==> src/rtl/color_selector.sv <==
// Button/switch front end for the overlay colour selects: sync, debounce, index
// update, registered one-hot. Optional auto-advance under COLOR_AUTO_CYCLE_EN.

module color_selector_debounce #(
    parameter int DB_CYCLES = 2000000
) (
    input  logic clk,
    input  logic reset,
    input  logic level,
    output logic press
);
    localparam int CW = $clog2(DB_CYCLES + 1);

    typedef enum logic {REL, PRS} db_state_t;

    db_state_t     state, state_n;
    logic [CW-1:0] cnt, cnt_n;
    logic          press_n;

    always_ff @(posedge clk) begin
        if (reset) begin
            state <= REL;
            cnt   <= '0;
            press <= 1'b0;
        end else begin
            state <= state_n;
            cnt   <= cnt_n;
            press <= press_n;
        end
    end

    // Flip only on the cycle after the counter has already reached DB_CYCLES
    // and the level still disagrees.
    always_comb begin
        state_n = state;
        cnt_n   = '0;
        press_n = 1'b0;
        if (level != (state == PRS)) begin
            if (cnt == CW'(DB_CYCLES)) begin
                state_n = (state == REL) ? PRS : REL;
                press_n = (state == REL);
            end else begin
                cnt_n = cnt + 1'b1;
            end
        end
    end
endmodule

module color_selector #(
    parameter int DB_CYCLES   = 2000000,
    parameter int RESET_IDX   = 7
`ifdef COLOR_AUTO_CYCLE_EN
    ,
    parameter int AUTO_CYCLES = 100000000
`endif
) (
    input  logic       clk,
    input  logic       reset,
    input  logic       btn_next,
    input  logic       btn_prev,
    input  logic       btn_load,
    input  logic [2:0] sw_color,
`ifdef COLOR_AUTO_CYCLE_EN
    input  logic       auto_en,
`endif
    output logic       Black,
    output logic       Blue,
    output logic       Green,
    output logic       Cyan,
    output logic       Red,
    output logic       Magenta,
    output logic       Yellow,
    output logic       White,
    output logic [2:0] color_idx,
    output logic       changed
);
`ifdef COLOR_AUTO_CYCLE_EN
    localparam int NUM_SYNC = 7;
`else
    localparam int NUM_SYNC = 6;
`endif

    logic [NUM_SYNC-1:0] raw, sync1, sync2;
    logic [2:0]          press;
    logic [2:0]          sw_s;
    logic                next_req;
    logic [2:0]          idx, idx_n;
    logic [7:0]          sel;

    assign raw[5:0] = {sw_color, btn_load, btn_prev, btn_next};
`ifdef COLOR_AUTO_CYCLE_EN
    assign raw[6] = auto_en;
`endif

    always_ff @(posedge clk) begin
        if (reset) begin
            sync1 <= '0;
            sync2 <= '0;
        end else begin
            sync1 <= raw;
            sync2 <= sync1;
        end
    end

    assign sw_s = sync2[5:3];

    // press[0]=next, press[1]=prev, press[2]=load
    color_selector_debounce #(.DB_CYCLES(DB_CYCLES)) u_db [2:0] (
        .clk   (clk),
        .reset (reset),
        .level (sync2[2:0]),
        .press (press)
    );

`ifdef COLOR_AUTO_CYCLE_EN
    localparam int AW = $clog2(AUTO_CYCLES + 1);

    logic [AW-1:0] auto_cnt;
    logic          auto_tick;

    // A manual press or load in the wrap cycle swallows the auto advance.
    assign auto_tick = sync2[6] && (auto_cnt == AW'(AUTO_CYCLES - 1)) && !(|press);

    always_ff @(posedge clk) begin
        if (reset || !sync2[6] || (|press))
            auto_cnt <= '0;
        else if (auto_cnt == AW'(AUTO_CYCLES - 1))
            auto_cnt <= '0;
        else
            auto_cnt <= auto_cnt + 1'b1;
    end

    assign next_req = press[0] | auto_tick;
`else
    assign next_req = press[0];
`endif

    always_comb begin
        idx_n = idx;
        if (press[2])
            idx_n = sw_s;
        else if (next_req && !press[1])
            idx_n = idx + 3'd1;
        else if (press[1] && !next_req)
            idx_n = idx - 3'd1;
    end

    always_ff @(posedge clk) begin
        if (reset) begin
            idx     <= 3'(RESET_IDX);
            sel     <= 8'b1 << 3'(RESET_IDX);
            changed <= 1'b0;
        end else begin
            idx     <= idx_n;
            sel     <= 8'b1 << idx_n;
            changed <= (idx_n != idx);
        end
    end

    assign color_idx = idx;
    assign {White, Yellow, Magenta, Red, Cyan, Green, Blue, Black} = sel;
endmodule

==> config.mk <==
export PLATFORM = sky130hd
export DESIGN_NAME = color_selector
export DESIGN_NICKNAME = d
export VERILOG_FILES = /design/src/rtl/color_selector.sv
export SDC_FILE = /design/constraint.sdc
export NUM_CORES = 1
export LEC_CHECK = 0
export ABC_AREA = 1
export BUFFER_PORTS_ARGS = -buffer_cell sky130_fd_sc_hd__buf_2
export CAP_MARGIN = 0
export CORE_ASPECT_RATIO = 0.8
export CORE_MARGIN = 10
export CORE_UTILIZATION = 50
export DETAILED_ROUTE_END_ITERATION = 8
export GPL_TIMING_DRIVEN = 0
export PLACE_DENSITY_LB_ADDON = 0.1
export SLEW_MARGIN = 15
export SYNTH_ARGS = -nofsm -noshare
export SYNTH_HDL_FRONTEND = slang
export SYNTH_SLANG_ARGS = --single-unit
==> constraint.sdc <==
create_clock -name clk -period 2.2 [get_ports clk]
set_input_delay 0.11 -clock clk [delete_from_list [all_inputs] [get_ports clk]]
set_output_delay 0.11 -clock clk [all_outputs]
set_load 0.01 [all_outputs]
## Yosys cells after proc, flatten, opt, wreduce, memory -nomap -nowiden

Cells that the tools add are included.

| word-level totals | value |
|---|---|
| output and inout bits | 12 |
| register bits after elaboration | 93 |
| word-level logic and storage cells | 55 |

| cells by class | value |
|---|---|
| equal/unequal tests | 7 |
| shift-type cells | 1 |
| bitwise logic cells | 9 |
| mux-type cells | 6 |
| reduce and logical (&&, ||, !) cells | 13 |
| add/subtract/negate cells | 5 |

Operators with widths:

| operator | count |
|---|---|
| $add A21 B1 Y21 const B | 3 |
| $eq A21 B21 Y1 const B | 3 |
| $reduce_or A3 Y1 | 6 |
| $mux W3 | 3 |
| $not A1 Y1 | 9 |
| $shl A1 B3 Y8 const A | 1 |
| $reduce_and A2 Y1 | 3 |
| $add A3 B1 Y3 const B | 1 |
| $mux W1 | 3 |
| $ne A1 B1 Y1 | 3 |
| $ne A3 B3 Y1 | 1 |
| $sub A3 B1 Y3 const B | 1 |
| $logic_and A1 B1 Y1 | 2 |
| $logic_not A1 Y1 | 2 |

## Longest topological paths before layout

| depth | value |
|---|---|
| depth after elaboration | 6 |
| mapped depth | 12 |

## Modules after synthesis

From an unflattened synthesis, not the netlist that was laid out.

| second synthesis, totals | value |
|---|---|
| cell total of the unflattened synthesis | 649 |
| area total of the unflattened synthesis | 4,465.5 um2 |

By module, submodules not included:

| module | area an instance (um2) | cells each | instances |
|---|---|---|---|
| color_selector_debounce | 1,191.1 | 179 | 3 |
| color_selector | 892.1 | 112 | 1 |

## Worst setup path after synthesis

Ideal clock, no wire load.

| path | value |
|---|---|
| path kind | register to register |
| from | register idx[0], in the netlist color_idx[0] |
| to | register changed |
| library setup time | 127 ps |
| cell stages (with the launch flop) | 13 |
| arrival time | 1,456 ps |
| period minus slack after synthesis | 1,583 ps |
| setup slack | 617 ps |
| path through | dfxtp_1 > inv_1 > ha_1 > inv_1 > nand2_1 > nand2_1 > nand3_1 > nand2_1 > nand2_1 > nand2_1 > nand2_1 > nor2_1 > nor2_1 |

| on the way | value |
|---|---|
| longest elaborated chain between the ends | 5 |
| elaborated cells on any way between the ends | 6 |

RTL lines:

| element | line | source |
|---|---|---|
| start, declared | 87 | `logic [2:0] idx, idx_n;` |
| start signal, assigned | 150 | `idx <= 3'(RESET_IDX);` |
| start signal, assigned | 154 | `idx <= idx_n;` |
| $sub A3 B1 Y3 | 145 | `idx_n = idx - 3'd1;` |
| $mux W3 | 144 | `else if (press[1] && !next_req)` |
| $mux W3 | 142 | `else if (next_req && !press[1])` |
| $mux W3 | 140 | `if (press[2])` |
| $ne A3 B3 Y1 (*) | 156 | `changed <= (idx_n != idx);` |
| end signal, assigned | 156 |  |
| end, declared | 75 | `output logic changed` |

Every way passes the cells marked *; elsewhere a longest branch is shown, timed or not.
A chain may end at the register's enable or synchronous reset.

## Final worst setup path

| path | value |
|---|---|
| from | register u_db[0].cnt[0] |
| to | register u_db[0].cnt[8] |

| on the way | value |
|---|---|
| longest elaborated chain between the ends | 2 |
| elaborated cells on any way between the ends | 3 |

RTL lines:

| element | line | source |
|---|---|---|
| start, declared | 17 | `logic [CW-1:0] cnt, cnt_n;` |
| start signal, assigned | 27 | `cnt <= cnt_n;` |
| branches (longest 2 deep; another with $add A21 B1 Y21) | n/a |  |

Parallel ways; which one is timed is not known.

==> qor.yml <==
cells_and_area:
  fillers: 816
  area_growth_pct: 12.7
  post-route-util: 0.578
  drive_above_1_share: 0.0978
  antenna_cells: 0
  layout.nets: 655
timing:
  period_minus_slack_ns: 1.89
  fin_tns_setup_ns: 0
  period_share: 0.858
  fmax_mhz: 530
  final_hold_viol_count: 0
  finalSetupViolCount: 0
  fin_skew_ns: 0.0106
  worst_slack_ns: 0.313
  slew_viol_final: 0
  max-slew-margin-rel: 0.717
  rsz0062_at_grt: "false"
  tightest_slew_ns: 0.424
yosys:
  async_flop_share: 0
  synth-edff-count: 0
  synth.area.top_cells: "dfxtp_1 43%, nand2_1 9.9%, nor2_1 8.6%"
  syn-cell-area_um2: 4330
  synth_flop_cell: "dfxtp_1"
  synthDistinctLibCells: 29
  synth.top_cell.area_share: 0.430
  ys_warn_count: 0
  synth_most_common_cell: "nand2_1"
  synth_common_cells: "114 x nand2_1, 99 x nor2_1, 93 x dfxtp_1, 89 x inv_1, 45 x nand3_1"
  avgSynthCellArea_um2: 7.18
  ys_seq_area_frac: 0.430
  synth.net_count: 619
  ys_ff_latch: 93
  synthCells: 603
  synth_area_leader_cell: "dfxtp_1"
clock_network:
  htree_levels: 3
  postCtsSetupBuffers: 0
  path_clk_slew_ns: 0.09
  cts_buffer_depth: 2
  clk_latency_ns: 0.36
  root_buffer: "clkbuf_8"
  cts.sinks: 93
  cts_tree: "done"
  cts-buffers-inserted: 9
global_route:
  grt_max_degree: 17
  grtUsageTotal: 0.149
  antenna_found_initial: 0
  grt_pass1_wl_mm: 15.4
  gr-total-overflow: 0
  grt_pass1_vias: 3408
detailed_routing:
  routed.top_layer: "met4"
  wirelength_mm: 8.90
  drtIter0Drc: 201
  vias: 3696
  avgViaCountPerCell: 4.89
  wl_per_cell_um: 11.8
  drt-met1-wl_mm: 4.50
  drc: 0
  met3_length_um: 430
  ant_nets: 0
  drt_pass1_iterations: 4
  met2_length_mm: 3.90
worst_hold_path:
  holdPathStages: 4
  holdCritPathClass: "input port to register"
  hold_end: "u_db[2].cnt[12]$_SDFF_PP0_"
  hold_start: "reset"
worst_setup_path:
  reg2reg_slack_ns: 0.31
  crit_fanout: 6
  r2r_end: "u_db[0].cnt[8]$_SDFF_PP0_"
  critPathLaunchType: "register"
  crit_path_end_kind: "register"
  worst_ep_required_time_ns: 2.45
  r2r-start: "u_db[0].cnt[0]$_SDFF_PP0_"
  rr_worst_depth: 8
  path_class: "register to register"
  cp.arrival_ns: 2.14
placed_design:
  numPortBuffers: 19
  hpwlAfterDp_mm: 6.64
  dp_worst_setup_slack_ns: 0.354
  gp_congestion: 0.861
pwr:
  total_power_uw: 3170
  vdd_drop_max_mv: 0.483
  p_sw_frac: 0.207
  power_density_nw_per_um2: 650
  p_sw_uw: 657
  p_comb_frac: 0.017
  leakage_uw: 0.00182
  power_frac_clock: 0.447
  power.share.sequential: 0.536
  p_int_uw: 2510
run_status:
  status: "finished clean"
run:
  max-cap-violations: 0
floorplan:
  dieArea_um2: 12800
  num_rows: 30
  start_util: 0.513
  fp.coreArea_um2: 8450
  pin_count: 20
  dieHeight_um: 103
  die_w_um: 124
==> critical path, stage by stage (launching register included) <==
cell and delay, ns:
dfxtp_1 0.44, ha_1 0.21, nand2_1 0.07, nor2_1 0.34, inv_1 0.12, nor2_1 0.26
inv_1 0.10, o21ai_0 0.15, a21oi_1 0.08
==> what timing repair did <==
item | 4_1_cts | 5_1_grt
gates resized for setup | 0 | 0
hold buffers | 6 | 0
endpoints found under the hold margin | 6 | 0
endpoints found under the setup margin | 0 | 0
==> per-layer routing <==
layer  track usage  vias up
met4        0.0380        0
met5             0        -
met3        0.0445        8
met1         0.202     1626
li1              -     1988
met2         0.229       74
==> cells in the final DEF (no fill, tap or decap), types with 2 or more instances in the layout <==
cell	netlist	final
or2_2	6	6
xor2_1	19	19
nand2_2	5	5
nor3_4	2	2
nand3_1	45	45
buf_2	6	25
nand3b_1	7	7
o211ai_1	2	2
xnor2_1	5	5
bufinv_16	0	3
dlygate4sd3_1	0	6
ha_1	8	8
inv_6	0	3
dfxtp_1	93	93
nand2_1	114	114
nor2_2	4	4
nor2_1	99	99
or2_0	2	2
clkbuf_1	2	2
o21ai_0	5	5
a21oi_1	29	29
nor3b_1	8	8
nor4_1	3	3
nand4_1	21	21
clkbuf_8	0	10
nor3_1	23	23
inv_1	89	89
==> registers in the layout, indices dropped and copies added, names as in the netlist <==
| register | flops |
|---|---|
| u_db.cnt | 63 |
| sel | 8 |
| sync1 | 6 |
| sync2 | 6 |
| color_idx | 3 |
| u_db.press | 3 |
| u_db.state | 3 |
| changed | 1 |
==> power by group through the flow <==
stage	Clock, uW	Sequential [uW]	Combinational, uW
final	1420	1700	53.1
after global routing	1540	1700	60.2
after CTS	1460	1700	53.2
after detailed placement	0	1740	45.0
after global placement	0	1740	43.7
after floorplan	0	1740	28.3
==> worst max path at each step <==
stage               slack (ns)                        end                       from
CTS                       0.31  u_db[0].cnt[8]$_SDFF_PP0_  u_db[0].cnt[0]$_SDFF_PP0_
finish                    0.31  u_db[0].cnt[8]$_SDFF_PP0_  u_db[0].cnt[0]$_SDFF_PP0_
global route              0.04  u_db[0].cnt[8]$_SDFF_PP0_  u_db[0].cnt[0]$_SDFF_PP0_
detailed placement        0.35  u_db[0].cnt[8]$_SDFF_PP0_  u_db[0].cnt[0]$_SDFF_PP0_
global placement          0.37  u_db[0].cnt[8]$_SDFF_PP0_  u_db[0].cnt[0]$_SDFF_PP0_
floorplan                 0.62         changed$_SDFF_PP0_    color_idx[0]$_SDFF_PP1_
==> stage by stage <==
stage / instances / cell area (um2) / hold WS [ns]
after floorplan: 603 / 4330 / 0.217
after global placement: 734 / 4570 / 0.314
after detailed placement: 734 / 4570 / 0.318
after CTS: 756 / 4880 / 0.0781
after global routing: 756 / 4880 / 0.119
final: 756 / 4880 / 0.0882
==> final cells by class <==
class,instances,area [um2],share of cell area
buffer,8,37.5,0.00769
clock buffer,10,138,0.0282
clock inverter,6,116,0.0238
inverter,89,334,0.0685
multi-input combinational,413,2100,0.430
sequential,93,1860,0.382
tap,112,140,0.0287
timing repair buffer,25,155,0.0318
==> cell families (layout without fill, tap and decap cells) <==
kind of cell	after synthesis	after routing	synth area share
adder cells (fa/ha/maj)	8	8	0.0231
flip-flops	93	93	0.430
XOR/XNOR	24	24	0.0485
AND/OR/NAND/NOR	343	343	0.366
buffers and inverters	97	138	0.0858
AO/OA/AOI/OAI	38	38	0.0465
Power figures use the tool's default switching activity.
